--- src/rtl/turn_if.sv ---
// turn_if: handshake bundle between turn_sequencer and the button, comparator and move units.
interface turn_if;
    logic       start;
    logic [1:0] num_players;
    logic       flip_req;
    logic [3:0] flip_idx;
    logic       cmp_done;
    logic       cmp_match;
    logic       move_done;
    logic       win_det;
    logic [1:0] turn;
    logic [2:0] state;
    logic       cmp_start;
    logic [3:0] cmp_idx;
    logic       move_start;
    logic       timeout;
    logic       game_over;
    logic [1:0] winner;
    modport master (
        output start, num_players, flip_req, flip_idx, cmp_done, cmp_match, move_done, win_det,
        input  turn, state, cmp_start, cmp_idx, move_start, timeout, game_over, winner
    );
    modport slave (
        input  start, num_players, flip_req, flip_idx, cmp_done, cmp_match, move_done, win_det,
        output turn, state, cmp_start, cmp_idx, move_start, timeout, game_over, winner
    );
endinterface

--- src/rtl/turn_sequencer.sv ---
// turn_sequencer: owns the current player and sequences flip, compare, move and turn hand-over.
module turn_sequencer #(
    parameter int TURN_TIMEOUT = 500_000_000,
    parameter int TW           = 29
) (
    input logic   clk,
    input logic   rst_n,
    turn_if.slave bus
);
    typedef enum logic [2:0] {
        IDLE      = 3'd0,
        WAIT_FLIP = 3'd1,
        COMPARE   = 3'd2,
        MOVE      = 3'd3,
        NEXT      = 3'd4,
        OVER      = 3'd5
    } state_t;
    localparam logic [TW-1:0] T_LAST = TW'(TURN_TIMEOUT - 1);
    state_t      st;
    logic [1:0]  last;
    logic [1:0]  turn;
    logic [1:0]  winner;
    logic [3:0]  cmp_idx;
    logic        cmp_start;
    logic        move_start;
    logic        timeout;
    logic        game_over;
    logic [TW-1:0] timer;
    assign bus.state      = st;
    assign bus.turn       = turn;
    assign bus.winner     = winner;
    assign bus.cmp_idx    = cmp_idx;
    assign bus.cmp_start  = cmp_start;
    assign bus.move_start = move_start;
    assign bus.timeout    = timeout;
    assign bus.game_over  = game_over;
    always_ff @(posedge clk or negedge rst_n) begin
        if (!rst_n) begin
            st         <= IDLE;
            last       <= 2'd1;
            turn       <= 2'd0;
            winner     <= 2'd0;
            cmp_idx    <= 4'd0;
            cmp_start  <= 1'b0;
            move_start <= 1'b0;
            timeout    <= 1'b0;
            game_over  <= 1'b0;
            timer      <= '0;
        end else begin
            cmp_start  <= 1'b0;
            move_start <= 1'b0;
            timeout    <= 1'b0;
            timer      <= (st == WAIT_FLIP && timer != '1) ? timer + TW'(1) : timer;
            case (st)
                IDLE, OVER: if (bus.start) begin
                    last      <= (bus.num_players == 2'd3) ? 2'd3 : bus.num_players + 2'd1;
                    turn      <= 2'd0;
                    winner    <= 2'd0;
                    game_over <= 1'b0;
                    timer     <= '0;
                    st        <= WAIT_FLIP;
                end
                // a flip in the expiry cycle takes priority over the forfeit
                WAIT_FLIP: if (bus.flip_req) begin
                    cmp_idx   <= bus.flip_idx;
                    cmp_start <= 1'b1;
                    st        <= COMPARE;
                end else if (timer == T_LAST) begin
                    timeout <= 1'b1;
                    st      <= NEXT;
                end
                COMPARE: if (bus.cmp_done) begin
                    move_start <= bus.cmp_match;
                    st         <= bus.cmp_match ? MOVE : NEXT;
                end
                MOVE: if (bus.move_done) begin
                    if (bus.win_det) begin
                        winner    <= turn;
                        game_over <= 1'b1;
                        st        <= OVER;
                    end else begin
                        timer <= '0;
                        st    <= WAIT_FLIP;
                    end
                end
                NEXT: begin
                    turn  <= (turn == last) ? 2'd0 : turn + 2'd1;
                    timer <= '0;
                    st    <= WAIT_FLIP;
                end
                default: st <= IDLE;
            endcase
        end
    end
endmodule
--- src/flat_wrapper.sv ---
// flat-port wrapper written by rule: the top's interface ports become plain ports
module turn_sequencer_flat 
#(
    parameter int TURN_TIMEOUT = 500_000_000,
    parameter int TW           = 29
)
  (clk, rst_n, bus_start, bus_num_players, bus_flip_req, bus_flip_idx, bus_cmp_done, bus_cmp_match, bus_move_done, bus_win_det, bus_turn, bus_state, bus_cmp_start, bus_cmp_idx, bus_move_start, bus_timeout, bus_game_over, bus_winner);
  turn_if bus_i ();
  input logic clk;
  input logic rst_n;
  input wire logic [$bits(bus_i.start)-1:0] bus_start;
  input wire logic [$bits(bus_i.num_players)-1:0] bus_num_players;
  input wire logic [$bits(bus_i.flip_req)-1:0] bus_flip_req;
  input wire logic [$bits(bus_i.flip_idx)-1:0] bus_flip_idx;
  input wire logic [$bits(bus_i.cmp_done)-1:0] bus_cmp_done;
  input wire logic [$bits(bus_i.cmp_match)-1:0] bus_cmp_match;
  input wire logic [$bits(bus_i.move_done)-1:0] bus_move_done;
  input wire logic [$bits(bus_i.win_det)-1:0] bus_win_det;
  output wire logic [$bits(bus_i.turn)-1:0] bus_turn;
  output wire logic [$bits(bus_i.state)-1:0] bus_state;
  output wire logic [$bits(bus_i.cmp_start)-1:0] bus_cmp_start;
  output wire logic [$bits(bus_i.cmp_idx)-1:0] bus_cmp_idx;
  output wire logic [$bits(bus_i.move_start)-1:0] bus_move_start;
  output wire logic [$bits(bus_i.timeout)-1:0] bus_timeout;
  output wire logic [$bits(bus_i.game_over)-1:0] bus_game_over;
  output wire logic [$bits(bus_i.winner)-1:0] bus_winner;
  assign bus_i.start = bus_start;
  assign bus_i.num_players = bus_num_players;
  assign bus_i.flip_req = bus_flip_req;
  assign bus_i.flip_idx = bus_flip_idx;
  assign bus_i.cmp_done = bus_cmp_done;
  assign bus_i.cmp_match = bus_cmp_match;
  assign bus_i.move_done = bus_move_done;
  assign bus_i.win_det = bus_win_det;
  assign bus_turn = bus_i.turn;
  assign bus_state = bus_i.state;
  assign bus_cmp_start = bus_i.cmp_start;
  assign bus_cmp_idx = bus_i.cmp_idx;
  assign bus_move_start = bus_i.move_start;
  assign bus_timeout = bus_i.timeout;
  assign bus_game_over = bus_i.game_over;
  assign bus_winner = bus_i.winner;
  turn_sequencer #(.TURN_TIMEOUT(TURN_TIMEOUT), .TW(TW)) u_core (.clk(clk), .rst_n(rst_n), .bus(bus_i));
endmodule
--- config.mk ---
export PLATFORM = sky130hd
export DESIGN_NAME = turn_sequencer_flat
export DESIGN_NICKNAME = d
export VERILOG_FILES = /design/src/rtl/turn_if.sv /design/src/rtl/turn_sequencer.sv /design/src/flat_wrapper.sv
export SDC_FILE = /design/constraint.sdc
export NUM_CORES = 1
export LEC_CHECK = 0
export BUFFER_PORTS_ARGS = -buffer_cell sky130_fd_sc_hd__buf_2
export CAP_MARGIN = 15
export CORE_MARGIN = 2
export CORE_UTILIZATION = 50
export CTS_BUF_LIST = sky130_fd_sc_hd__clkbuf_8 sky130_fd_sc_hd__clkbuf_16
export DETAILED_ROUTE_END_ITERATION = 8
export GPL_TIMING_DRIVEN = 0
export PLACE_DENSITY = 0.7
export SYNTH_ARGS = -nofsm -noshare
export SYNTH_HDL_FRONTEND = slang
export SYNTH_SLANG_ARGS = --single-unit
export TNS_END_PERCENT = 5
--- constraint.sdc ---
create_clock -name clk -period 2.7 [get_ports clk]
set_input_delay 0 -clock clk [delete_from_list [all_inputs] [get_ports clk]]
set_output_delay 0 -clock clk [all_outputs]
set_load 0.02 [all_outputs]
==> Word-level counts from Yosys, hierarchy flattened <==
Index checks and enable logic that the tools add are counted.
W data, S select, Z words.
{ "totals": {"reg_bits": 46, "in_bits": 14, "out_inout_bits": 15} }
{ "classes": {"n_addsub": 3, "eq_ne": 14, "muxes": 31, "reduce_logical": 10} }
{ "op_table": {"columns": ["op", "count"], "rows": [
  ["$mux W29", 4],
  ["$pmux W29 S3", 1],
  ["$add A29 B1 Y29 const B", 1],
  ["$eq A29 B29 Y1 const B", 1],
  ["$ne A29 B29 Y1 const B", 1],
  ["$mux W3", 7],
  ["$pmux W3 S5", 1],
  ["$mux W1", 10],
  ["$mux W2", 5],
  ["$ne A2 B2 Y1 const B", 4],
  ["$pmux W2 S2", 2],
  ["$reduce_and A4 Y1", 2],
  ["$eq A3 B2 Y1 const B", 2],
  ["$eq A3 B3 Y1 const B", 2],
  ["$reduce_and A2 Y1", 3],
  ["$add A2 B1 Y2 const B", 2],
  ["$reduce_bool A2 Y1", 2],
  ["$eq A3 B1 Y1 const B", 1],
  ["$logic_not A3 Y1", 1],
  ["$ne A3 B3 Y1 const B", 1],
  ["$eq A2 B2 Y1", 1],
  ["$eq A2 B2 Y1 const B", 1],
  ["$pmux W1 S2", 1],
  ["$reduce_or A2 Y1", 1],
  ["$logic_and A1 B1 Y1", 1]
]} }

==> Logic depth before layout (Yosys ltp) <==
Gate-level depths: netlist of run 1.
{ "depth": {"word_depth": 6, "ltp_mapped": 7} }

==> Least setup slack after synthesis of run 1 <==
No wires, ideal clock.
{ "synth_timing": {"path_type": "register to register", "start": "register u_core.st[1], in the netlist u_core.bus.state[1]", "end": "register u_core.timer[27]", "arrival_time_ps": 2193, "required_ps": 2623, "path_slack_ps": 429, "stages_incl_launch_ff": 7, "n_path_buf": 1, "synth_period_minus_slack_ps": 2271, "path_cell_list": "dfrtp_1 clkbuf_1 nor3b_2 nand2_1 or4_4 or4_1 a21oi_1"} }
{ "synth_via": {"elab_chain_len": 6, "elab_cells_between_ends": 12, "classes_between": "4 x eq/ne; 5 x mux; 3 x reduce/logical"} }
{ "synth_lines": {"columns": ["element", "line", "source"], "rows": [
  ["from (decl)", "turn_sequencer.sv:19", "state_t st;"],
  ["from (signal assigned)", "turn_sequencer.sv:74", "st <= bus.cmp_match ? MOVE : NEXT;"],
  ["$eq A3 B1 Y1", "turn_sequencer.sv:53", "timer <= (st == WAIT_FLIP && timer != '1) ? timer + TW'(1) : timer;"],
  ["$logic_and A1 B1 Y1", "turn_sequencer.sv:53", null],
  ["$mux W29", "turn_sequencer.sv:53", null],
  ["$mux W29", "turn_sequencer.sv:77", "if (bus.win_det) begin"],
  ["$mux W29", "turn_sequencer.sv:76", "MOVE: if (bus.move_done) begin"],
  ["$pmux W29 S3 (*)", "turn_sequencer.sv:54", "case (st)"],
  ["to (signal assigned)", "turn_sequencer.sv:53", null],
  ["to (decl)", "turn_sequencer.sv:28", "logic [TW-1:0] timer;"]
]} }
Mark *: on every way between the ends. The rest lies on a longest branch, timed or not.
A chain may end at the register's enable or synchronous reset.

==> Worst setup path after layout of run 1 <==
{ "layout_timing": {"start": "register u_core.timer[0]", "end": "register u_core.timer[3]"} }
{ "layout_via": {"elab_chain_len": 6, "elab_cells_between_ends": 8, "classes_between": "1 x add/sub; 1 x eq/ne; 5 x mux; 1 x reduce/logical"} }
{ "layout_lines": {"columns": ["element", "line"], "rows": [
  ["branches (longest 2 deep; another with $add A29 B1 Y29)", null],
  ["$mux W29 (*)", "turn_sequencer.sv:53"],
  ["$mux W29", "turn_sequencer.sv:77"],
  ["$mux W29", "turn_sequencer.sv:76"],
  ["$pmux W29 S3 (*)", "turn_sequencer.sv:54"]
]} }
Every way passes the cells marked *.

==> key figures, run 1 <==
Critical path
  • WS Path Type: reg -> reg
  • Worst Setup End Kind: flip-flop
  • Startpoint types: flip-flop
  • R2R Path Start: u_core.timer[0]
  • R2r endpoint: u_core.timer[3]
  • Worst Path Arrival: between 2000 and 3000 ps
  • Required @ worst endpoint: approximately 3000 ps
  • FF-to-FF path depth: 7
  • Critical path fanouts, max: 10
  • Reg2Reg Setup Slack: between 200 and 250 ps

STA
  • Slew @ Worst Pin: 1020 ps
  • RSZ-0062 raised after global routing: yes
  • Post-route setup slack: 237 ps
  • Slew Limit Headroom: between 30% and 40%
  • Slew Limit Fails: 0
  • Final Hold Viols: 0
  • Final setup viols: 0
  • Final min period: about 2500 ps
  • Fin crit share: between 90 and 100%
  • Clock Skews: 6.84 ps
  • F_max: 406 MHz

Route
  • Drt wl/cell: around 15 um
  • Final WL: approximately 6100 um
  • Drt pass-1 iters: 5
  • DRT antenna net count: 0
  • Vias: approximately 2400
  • First DRT Iteration DRCs: 288
  • Post-route DRC: 0
  • DR vias/cell: 6.05

Clock network
  • TritonCTS buffer count: 5
  • TritonCTS clock tree: yes
  • H-tree lvl count: 2
  • Longest Clk Path Bufs: 2
  • Clk pin slew, worst setup/hold paths: 100 ps
  • CTS root buf: clkbuf_8
  • Clock sinks: between 40 and 50
  • Clk_lat worst skew: roughly 310 ps

Layout
  • Layout fillers: approximately 450
  • Core Util, Final: between 60% and 70%
  • Layout area overhead: 17.3%
  • # diodes: 0
  • Finished Cell Area: 0.00304 sq mm
  • Net count, final: 342
  • Layout cells sized above 1: 18.3%

Global route
  • Largest net degree at the start of global routing: 47
  • Gr usage total: between 20% and 30%
  • First-pass GRT wire length: roughly 11000 um
  • Grt ovf: 0
  • Initial antenna violation count: 0
  • Vias in the first global route: 2142

Synthesis
  • Sequential share of the synthesized area: 44.5%
  • Synth Register Bits: 46
  • Async S/R FF share, synth: 100%
  • Netlist Area Pre-Place: ~0.0026 sq mm
  • Netlist cell types: 50
  • Top_reg_cell synth: dfrtp_1
  • Avg Inst Size Synth: roughly 9.2 sq um
  • Syn. warnings: 0
  • Syn Nets: 296
  • EDFF count, synth: 0
  • Cells after synthesis: between 200 and 300

Hold path
  • HP Class: in -> reg
  • Hold Path Cell Cnt: 3
  • WHS Endpoint: u_core.bus.state[1]
  • Hold path startpoint: bus_move_done

Die
  • Starting density of the core: 51.4%
  • Io pins: 29
  • DIE AREA: 0.00577 sq mm
  • Die H: between 70 and 80 um
  • Die width: roughly 76 um
  • Rows: 26
  • Core Box Area: slightly above 0.005 sq mm

Power
  • Pwr dens: slightly below 800 mW/mm^2
  • Peak supply drop: roughly 540 uV
  • Pleak: ~1.2 nW

Placed design
  • Pre-CTS WS: roughly 220 ps
  • IO Port Bufs: 28
  • Placer Congestion: around 0.84
  • Placed inst area: 0.00282 sq mm
  • DPL Wire Length: roughly 4100 um

Job
  • MaxCap Viol Count: 0

Outcome
  • Status: completed
==> timing repair <==
action | in CTS | in global routing
hold buffers | 11 | 0
buffers inserted | 0 | 0
setup endpoints to repair | 0 | 10
hold endpoints to repair | 53 | 0
gates resized for setup | 0 | 3
==> area by class of cell <==
class,count,area (sq um),share of cell area (%)
plain buffers,11,61.3,2.02
clock inverters,3,26.3,0.864
inverters,7,26.3,0.864
repair buffers,39,250,8.23
clock buffers,5,68.8,2.26
well taps,70,87.6,2.88
flip-flops and latches,46,1150,37.9
multi-input cells,217,1370,45.0
==> kinds of logic after synthesis <==
group	synth area share, %
adder cells (fa/ha/maj)	0.483
AND/OR/NAND/NOR	28.5
buffers and inverters	3.28
flip-flops	44.5
multiplexers	3.77
XOR/XNOR	1.01
AO/OA/AOI/OAI	18.4
==> power breakdown <==
group	internal, W	switching (W)
clock network	0.000193	0.000264
logic	0.000371	0.000602
registers	0.000812	0.0000959
==> worst max-delay path, cell delays in order, from the launching register on <==
cell	delay (ps)
dfrtp_1	450
ha_1	270
nand4_1	150
or4_2	670
o21ai_2	330
buf_2	280
o21ai_0	110
a21oi_1	140
==> cell usage after synthesis, drive strengths merged (4+ instances only) <==
| library cell | n | share of area (%) |
|---|---|---|
| nor3 | 4 | 0.77 |
| nand2b | 7 | 1.7 |
| buf | 4 | 1.3 |
| inv | 7 | 1.0 |
| and3 | 5 | 1.3 |
| dfrtp | 45 | 43 |
| clkbuf | 7 | 1.0 |
| a21oi | 19 | 3.7 |
| mux2 | 6 | 2.6 |
| nand4 | 13 | 3.6 |
| nor2 | 14 | 2.0 |
| nor4 | 8 | 1.9 |
| o21ai | 19 | 4.0 |
| nand3 | 19 | 3.7 |
| o31ai | 10 | 2.9 |
| nand2 | 30 | 4.3 |
| or4 | 11 | 3.4 |
| or3 | 9 | 2.4 |
==> registers in the layout (all words and copies together), names as in the netlist <==
signal,cells
u_core.last,2
u_core.bus.winner,2
u_core.bus.cmp_start,1
u_core.bus.cmp_idx,4
u_core.bus.state,3
u_core.timer,29
u_core.bus.move_start,1
u_core.bus.timeout,1
u_core.bus.game_over,1
u_core.bus.turn,2
==> layout by cell type (no fill, tap or decap), drive strengths merged, types with 2 or more instances in the layout <==
| cell | count |
|---|---|
| o311ai | 3 |
| dfrtp | 45 |
| mux2 | 6 |
| inv | 10 |
| nor2 | 14 |
| nor4 | 8 |
| a32o | 3 |
| nand3 | 19 |
| and4 | 3 |
| nor3 | 4 |
| and3 | 5 |
| a311oi | 2 |
| buf | 31 |
| mux2i | 3 |
| dlygate4sd3 | 11 |
| nor3b | 3 |
| o211ai | 3 |
| o31ai | 10 |
| o21a | 3 |
| xor2 | 2 |
| or3 | 9 |
| nand4 | 13 |
| o22ai | 2 |
| a21oi | 19 |
| nand2b | 7 |
| a31oi | 3 |
| clkbuf | 13 |
| o21ai | 19 |
| or4 | 11 |
| and2 | 2 |
| nand2 | 30 |
==> per-layer routing <==
layer	up-vias	wire, um	global-route usage, %
met3	10	295	3.91
met1	1136	2910	32.9
met2	81	2780	34.6
li1	1179	-	-
met4	0	70	5.82
met5	-	0	0
==> per-stage QoR <==
stage	setup TNS (ps)	power, W	std cells	hold WS (ps)
after floorplan	0	0.00159	281	-296
after global placement	0	0.00185	379	180
after detailed placement	0	0.00187	379	176
after CTS	0	0.00235	398	38.4
after global routing	-20.7	0.00252	398	73.9
final	0	0.00234	398	46.0
==> worst max path at each step <==
stage,from,to,cells past startpoint
after global routing,u_core.timer[0],u_core.timer[3],7
after global placement,u_core.timer[0],u_core.timer[19],7
after CTS,u_core.timer[0],u_core.timer[16],7
after floorplan,u_core.bus.state[1],u_core.timer[27],6
final,u_core.timer[0],u_core.timer[3],7
after detailed placement,u_core.timer[0],u_core.timer[16],7
Power figures use the tool's default switching activity.
==> run 2: changes to the inputs <==
--- a/config.mk
+++ b/config.mk
@@ -5,14 +5,14 @@
 export SDC_FILE = /design/constraint.sdc
 export NUM_CORES = 1
 export LEC_CHECK = 0
+export ABC_AREA = 1
 export BUFFER_PORTS_ARGS = -buffer_cell sky130_fd_sc_hd__buf_2
-export CAP_MARGIN = 15
 export CORE_MARGIN = 2
 export CORE_UTILIZATION = 50
 export CTS_BUF_LIST = sky130_fd_sc_hd__clkbuf_8 sky130_fd_sc_hd__clkbuf_16
 export DETAILED_ROUTE_END_ITERATION = 8
 export GPL_TIMING_DRIVEN = 0
-export PLACE_DENSITY = 0.7
+export PLACE_DENSITY = 0.69
 export SYNTH_ARGS = -nofsm -noshare
 export SYNTH_HDL_FRONTEND = slang
 export SYNTH_SLANG_ARGS = --single-unit
==> key figures, run 2 <==
STA
  • Slew Limit Fails: 0
  • Slew @ Worst Pin: between 1000 and 1500 ps
  • RSZ-0062 raised after global routing: no
  • Clock Skews: about 5.7 ps
  • Fin crit share: a little over 70%
  • Final Hold Viols: 0
  • Final setup viols: 0
  • Post-route setup slack: between 700 and 800 ps
  • Slew Limit Headroom: around 30%
  • Final min period: ~2000 ps
  • Sum Neg Setup Slack: 0 ps
  • F_max: 510 MHz

Route
  • Vias: 2611
  • First DRT Iteration DRCs: about 220
  • Final WL: around 6600 um
  • Post-route DRC: 0
  • Drt wl/cell: 12.8 um
  • DRT antenna net count: 0
  • DR vias/cell: approximately 5
  • Drt pass-1 iters: 4

Power
  • Sw Ratio: 43.8%
  • Peak supply drop: just over 600 uV
  • Pwr Total: ~0.0027 W
  • Internal power: between 0.0015 and 0.002 W
  • Pleak: around 1.6 nW
  • Clock share of power: around a fifth
  • Comb power frac: 44.0%
  • Flop pwr share: 36.6%
  • Pwr dens: 832 mW/mm^2
  • Net load switching power: between 0.001 and 0.0015 W

Layout
  • Core Util, Final: roughly three fifths
  • Non-filler cells, final: just over 500
  • Net count, final: ~460
  • Most common cell after layout, fill and taps aside: nand2_1
  • Layout cells sized above 1: between 10% and 20%
  • Layout fillers: 531
  • Most frequent cells in the layout: nand2_1, nor2_1, dfrtp_1, inv_1, buf_2
  • Largest reg by FF count: u_core.timer
  • # diodes: 0
  • Area of the multi-input gates: 0.00142 sq mm
  • Reg area: between 0.001 and 0.0015 sq mm
  • Max reg flops: 29
  • Layout area overhead: 16.2%

Synthesis
  • Mux cell area share after synthesis: 0%
  • Netlist cell types: 35
  • Post-Synth Simple-Gate Area: about 40%
  • Syn Nets: roughly 410
  • Post-Synth XOR/XNOR Area: 2.50%
  • Synth Register Bits: 46
  • Async S/R FF share, synth: 100%
  • Adder-cell share of the synthesized area: 0.446%
  • Yosys top cell area share: about 40%
  • Top_reg_cell synth: dfrtp_1
  • Synth Area in Compound Gates: under 10%
  • Syn. warnings: 0
  • Ranking of synthesized cells by area: dfrtp_1, nand2_1, nor2_1
  • Most frequent cell after synthesis: nand2_1
  • Cells after synthesis: around 400
  • Avg Inst Size Synth: approximately 7 sq um
  • EDFF count, synth: 0
  • Netlist Area Pre-Place: 0.00281 sq mm
  • Most frequent cells after synthesis: nand2_1, nor2_1, dfrtp_1
  • Cell taking the most area after synthesis: dfrtp_1
  • Combinational family with the most area after synthesis: simple AND/OR/NAND/NOR gates
  • Sequential share of the synthesized area: roughly two fifths

Die
  • DIE AREA: 0.00623 sq mm
  • Rows: 27
  • Starting density of the core: between 50% and 60%
  • Core Box Area: around 0.0055 sq mm
  • Io pins: 29
  • Die width: approximately 79 um
  • Die H: 78.9 um

Critical path
  • Startpoint types: flip-flop
  • Worst Setup End Kind: flip-flop
  • Required @ worst endpoint: a little under 3000 ps
  • Critical path fanouts, max: 10
  • Worst Path Arrival: 2160 ps
  • WS Path Type: reg -> reg

Clock network
  • Clk pin slew, worst setup/hold paths: about 90 ps
  • TritonCTS buffer count: 5
  • H-tree lvl count: 2
  • CTS root buf: clkbuf_8
  • TritonCTS clock tree: yes
  • Clk_lat worst skew: about 300 ps
  • Setup repair bufs after CTS: 0
  • Longest Clk Path Bufs: 2
  • Clock sinks: 46

Placed design
  • IO Port Bufs: 28
  • # placed instances: around 500
  • Pre-CTS WS: a little under 800 ps
  • DPL Wire Length: roughly 4800 um
  • Placer Congestion: between 0.8 and 0.9

Global route
  • Met1 usage: around 30%
  • Vias in the first global route: 2398
  • Gr busiest metal: met2
  • Met3 Track Usage GR: under 10%
  • Initial antenna violation count: 0
  • Largest net degree at the start of global routing: 47
  • Met2 usage: 37.3%
  • First-pass GRT wire length: 11000 um
  • Gr usage total: 22.4%
  • Grt ovf: 0

Hold path
  • HP Class: in -> reg

Outcome
  • Status: completed

Job
  • MaxCap Viol Count: 0
## run 2: cell types whose count changed in the layout (fill, tap and decap cells not counted), moves of 8 or more
cell and change:
a21oi_1 -13, or3_1 -8, nand2_2 +8, nand2_1 +80, inv_1 +36, nor2_1 +56, o31ai_1 -10, or4_1 -9
## run 2: cell families (layout without fill, tap and decap cells)
group / after synthesis / after routing
AND/OR/NAND/NOR: 255 / 255
buffers and inverters: 54 / 101
flip-flops: 46 / 46
AO/OA/AOI/OAI: 33 / 33
XOR/XNOR: 8 / 8
adder cells (fa/ha/maj): 1 / 1
## run 2: critical path, stage by stage (launching register included)
cell and delay [ps]:
dfrtp_1 430, ha_1 260, inv_1 90, nor2_4 180, nand2_4 100, nor2_8 140, nand2_4 110, nand2_4 120
inv_4 50, buf_6 140, nand2_2 70, nand2_1 50, nand2_1 60, nor2_1 40
## run 2: worst paths after layout
check                                   endpoint  depth (start not counted)  slack (ps)                  start
max                             u_core.timer[11]                         13         740        u_core.timer[0]
min                          u_core.bus.state[1]                          4          20          bus_move_done
max reg2reg                     u_core.timer[11]                         13         740        u_core.timer[0]
min reg2reg                u_core.bus.cmp_idx[2]                          2         470  u_core.bus.cmp_idx[2]
max in group asynchronous       u_core.timer[10]                          2        1630                  rst_n
min in group asynchronous  u_core.bus.cmp_idx[1]                          2         420                  rst_n
## run 2: area by class of cell
| type | count | area share, % |
|---|---|---|
| Sequential cell | 46 | 35.4 |
| Clock inverter | 3 | 1.38 |
| Multi-Input combinational cell | 297 | 43.6 |
| Inverter | 48 | 5.60 |
| Tap cell | 72 | 2.76 |
| Clock buffer | 5 | 2.11 |
| Timing Repair Buffer | 39 | 7.68 |
| Buffer | 6 | 1.50 |
## run 2: what timing repair did
action | 4_1_cts | 5_1_grt
endpoints found under the hold margin | 54 | 0
hold buffers | 11 | 0
resized for setup | 0 | 0
## run 2: routing by layer
metal  wire length (um)  up-vias
li1                   -     1358
met3                327        8
met5                  0        -
met1               3120     1194
met4                 58        0
met2               3090       51
## run 2: through the flow
step	hold slack [ps]	instance area (sq um)
after floorplan	-296	2810
after global placement	200	3040
after detailed placement	206	3040
after CTS	7.10	3260
after global routing	20.8	3260
final	16.1	3260
## run 2: power groups by stage
stage               logic (W)  clock network [W]  registers (W)
floorplan            0.000769                  0        0.00107
global placement      0.00117                  0        0.00100
detailed placement    0.00119                  0        0.00100
CTS                   0.00120           0.000538       0.000991
global route          0.00134           0.000564        0.00102
finish                0.00119           0.000526       0.000993
==> run 3: changes to the inputs <==
--- a/config.mk
+++ b/config.mk
@@ -12,7 +12,7 @@
 export CTS_BUF_LIST = sky130_fd_sc_hd__clkbuf_8 sky130_fd_sc_hd__clkbuf_16
 export DETAILED_ROUTE_END_ITERATION = 8
 export GPL_TIMING_DRIVEN = 0
-export PLACE_DENSITY = 0.69
+export PLACE_DENSITY = 0.72
 export SYNTH_ARGS = -nofsm -noshare
 export SYNTH_HDL_FRONTEND = slang
 export SYNTH_SLANG_ARGS = --single-unit
==> constraint.sdc (replaced) <==
create_clock -name clk -period 1.7 [get_ports clk]
set_input_delay 0 -clock clk [delete_from_list [all_inputs] [get_ports clk]]
set_output_delay 0 -clock clk [all_outputs]
set_load 0.02 [all_outputs]
==> key figures, run 3 (synthesis results as in run 2) <==
Die
  • Io pins: 29
  • DIE AREA: just over 0.006 sq mm
  • Die width: between 70 and 80 um
  • Rows: 27
  • Core Box Area: between 0.005 and 0.006 sq mm
  • Starting density of the core: approximately half
  • Die H: roughly 80 um

STA
  • Post-route setup slack: approximately 25 ps
  • Clock Skews: 10.5 ps
  • Final setup viols: 0
  • Slew @ Worst Pin: 1010 ps
  • Final Hold Viols: 0
  • Sum Neg Setup Slack: 0 ps
  • Final min period: about 1700 ps
  • F_max: 597 MHz
  • Fin crit share: between 90% and 100%
  • Slew Limit Fails: 0
  • Slew Limit Headroom: about a third
  • RSZ-0062 raised after global routing: yes
  • Hold slack: between 20 and 30 ps

Route
  • Vias: between 2000 and 3000
  • First DRT Iteration DRCs: around 250
  • Post-route DRC: 0
  • DRT antenna net count: 0
  • DR vias/cell: between 5 and 6
  • Final WL: between 7000 and 8000 um
  • Drt pass-1 iters: 5
  • Drt wl/cell: about 14 um

Hold path
  • HP Class: in -> reg
  • Hold path startpoint: bus_start

Critical path
  • Worst Setup End Kind: flip-flop
  • Required @ worst endpoint: roughly 1900 ps
  • R2R Path Start: u_core.timer[27]
  • Critical path fanouts, max: 10
  • WS Path Type: reg -> reg
  • Crit-path most repeated cell: nand2_1
  • Startpoint types: flip-flop
  • Worst Path Arrival: 1890 ps
  • Crit path cell chain: nand2_1, nor2_2, nand2_1, nor2_4, nand2_8, nand2_8, inv_4, buf_12, nand2_2, nand2_1, nand2_1, nor2_1
  • Slowest stage delay, CP: roughly 400 ps
  • Crit-path slowest cell: dfrtp_1
  • Crit path launch: u_core.timer[27]

Global route
  • Grt ovf: 0
  • First-pass GRT wire length: between 10000 and 15000 um
  • Gr usage total: roughly a quarter
  • Initial antenna violation count: 0
  • Vias in the first global route: approximately 2500
  • Largest net degree at the start of global routing: 47

Layout
  • Finished Cell Area: between 0.003 and 0.004 sq mm
  • Max reg flops: 29
  • Net count, final: 480
  • # diodes: 0
  • Layout area overhead: 27.7%
  • Largest reg by FF count: u_core.timer
  • Layout cells sized above 1: between 20% and 30%
  • Most frequent cells in the layout: nand2_1, nor2_1, dfrtp_1, inv_1, buf_2
  • Most common cell after layout, fill and taps aside: nand2_1

Placed design
  • DPL Wire Length: 4870 um
  • Placer Congestion: between 0.8 and 0.9
  • Placed inst area: roughly 0.003 sq mm
  • IO Port Bufs: 28
  • Pre-CTS WS: -260 ps

Power
  • Pwr Total: 0.00478 W
  • Pleak: between 1.5 and 2 nW
  • Peak supply drop: between 900 and 1000 uV
  • Pwr dens: approximately 1300 mW/mm^2

Clock network
  • Longest Clk Path Bufs: 2
  • H-tree lvl count: 2
  • Clk pin slew, worst setup/hold paths: ~100 ps
  • CTS root buf: clkbuf_8
  • Clk_lat worst skew: ~310 ps
  • TritonCTS clock tree: yes
  • Clock sinks: between 40 and 50
  • TritonCTS buffer count: 5

Job
  • MaxCap Viol Count: 0

Outcome
  • Status: completed
-- run 3: timing repair --
item	in CTS	in global routing
endpoints found under the hold margin	54	0
cloned	0	0
setup buffers	6	16
gates resized for setup	8	37
pin swaps	4	9
hold buffers	11	0
endpoints found under the setup margin	33	36
-- run 3: metal layers --
layer | track usage (%) | share of wire [%] | vias to the layer above
li1 | - | - | 1395
met3 | 4.43 | 4.6 | 16
met1 | 30.8 | 44 | 1331
met2 | 39.2 | 49 | 83
met5 | 0 | 0 | -
met4 | 7.59 | 2.1 | 0
-- run 3: worst paths after layout --
path                                         end  slack [ps]  cells after the start
min in group asynchronous  u_core.bus.cmp_idx[2]         400                      2
hold / removal                u_core.bus.turn[0]          30                      4
hold reg to reg            u_core.bus.cmp_idx[3]         490                      2
max in group asynchronous       u_core.timer[20]         600                      2
setup / recovery                u_core.timer[17]          30                     12
setup reg to reg                u_core.timer[17]          30                     12
-- run 3: where the power goes --
group          total, W  switching, W  internal (W)
sequential      0.00159      0.000245       0.00135
clock          0.000714      0.000416      0.000297
combinational   0.00248       0.00145       0.00102
-- run 3: area by class of cell --
type                    instances  area (sq um)
plain buffers                   6          72.6
clock buffers                   5          68.8
clock inverters                 3          25.0
fillers                       497          1890
inverters                      48           186
multi-input cells             297          1540
flip-flops and latches         46          1160
well taps                      72          90.1
repair buffers                 61           440
-- run 3: metrics by stage --
step	instances	utilization, %
2_1_floorplan	397	-
3_3_place_gp	497	55.5
3_5_place_dp	497	55.5
4_1_cts	522	60.9
5_1_grt	538	65.5
6_report	538	65.5
-- run 3: critical path, delay by kind of cell, from the launching register on --
| family | cells | cell delay [ps] |
|---|---|---|
| and+or+nand+nor | 10 | 1000 |
| DFF | 1 | 390 |
| buffers and inverters | 2 | 190 |
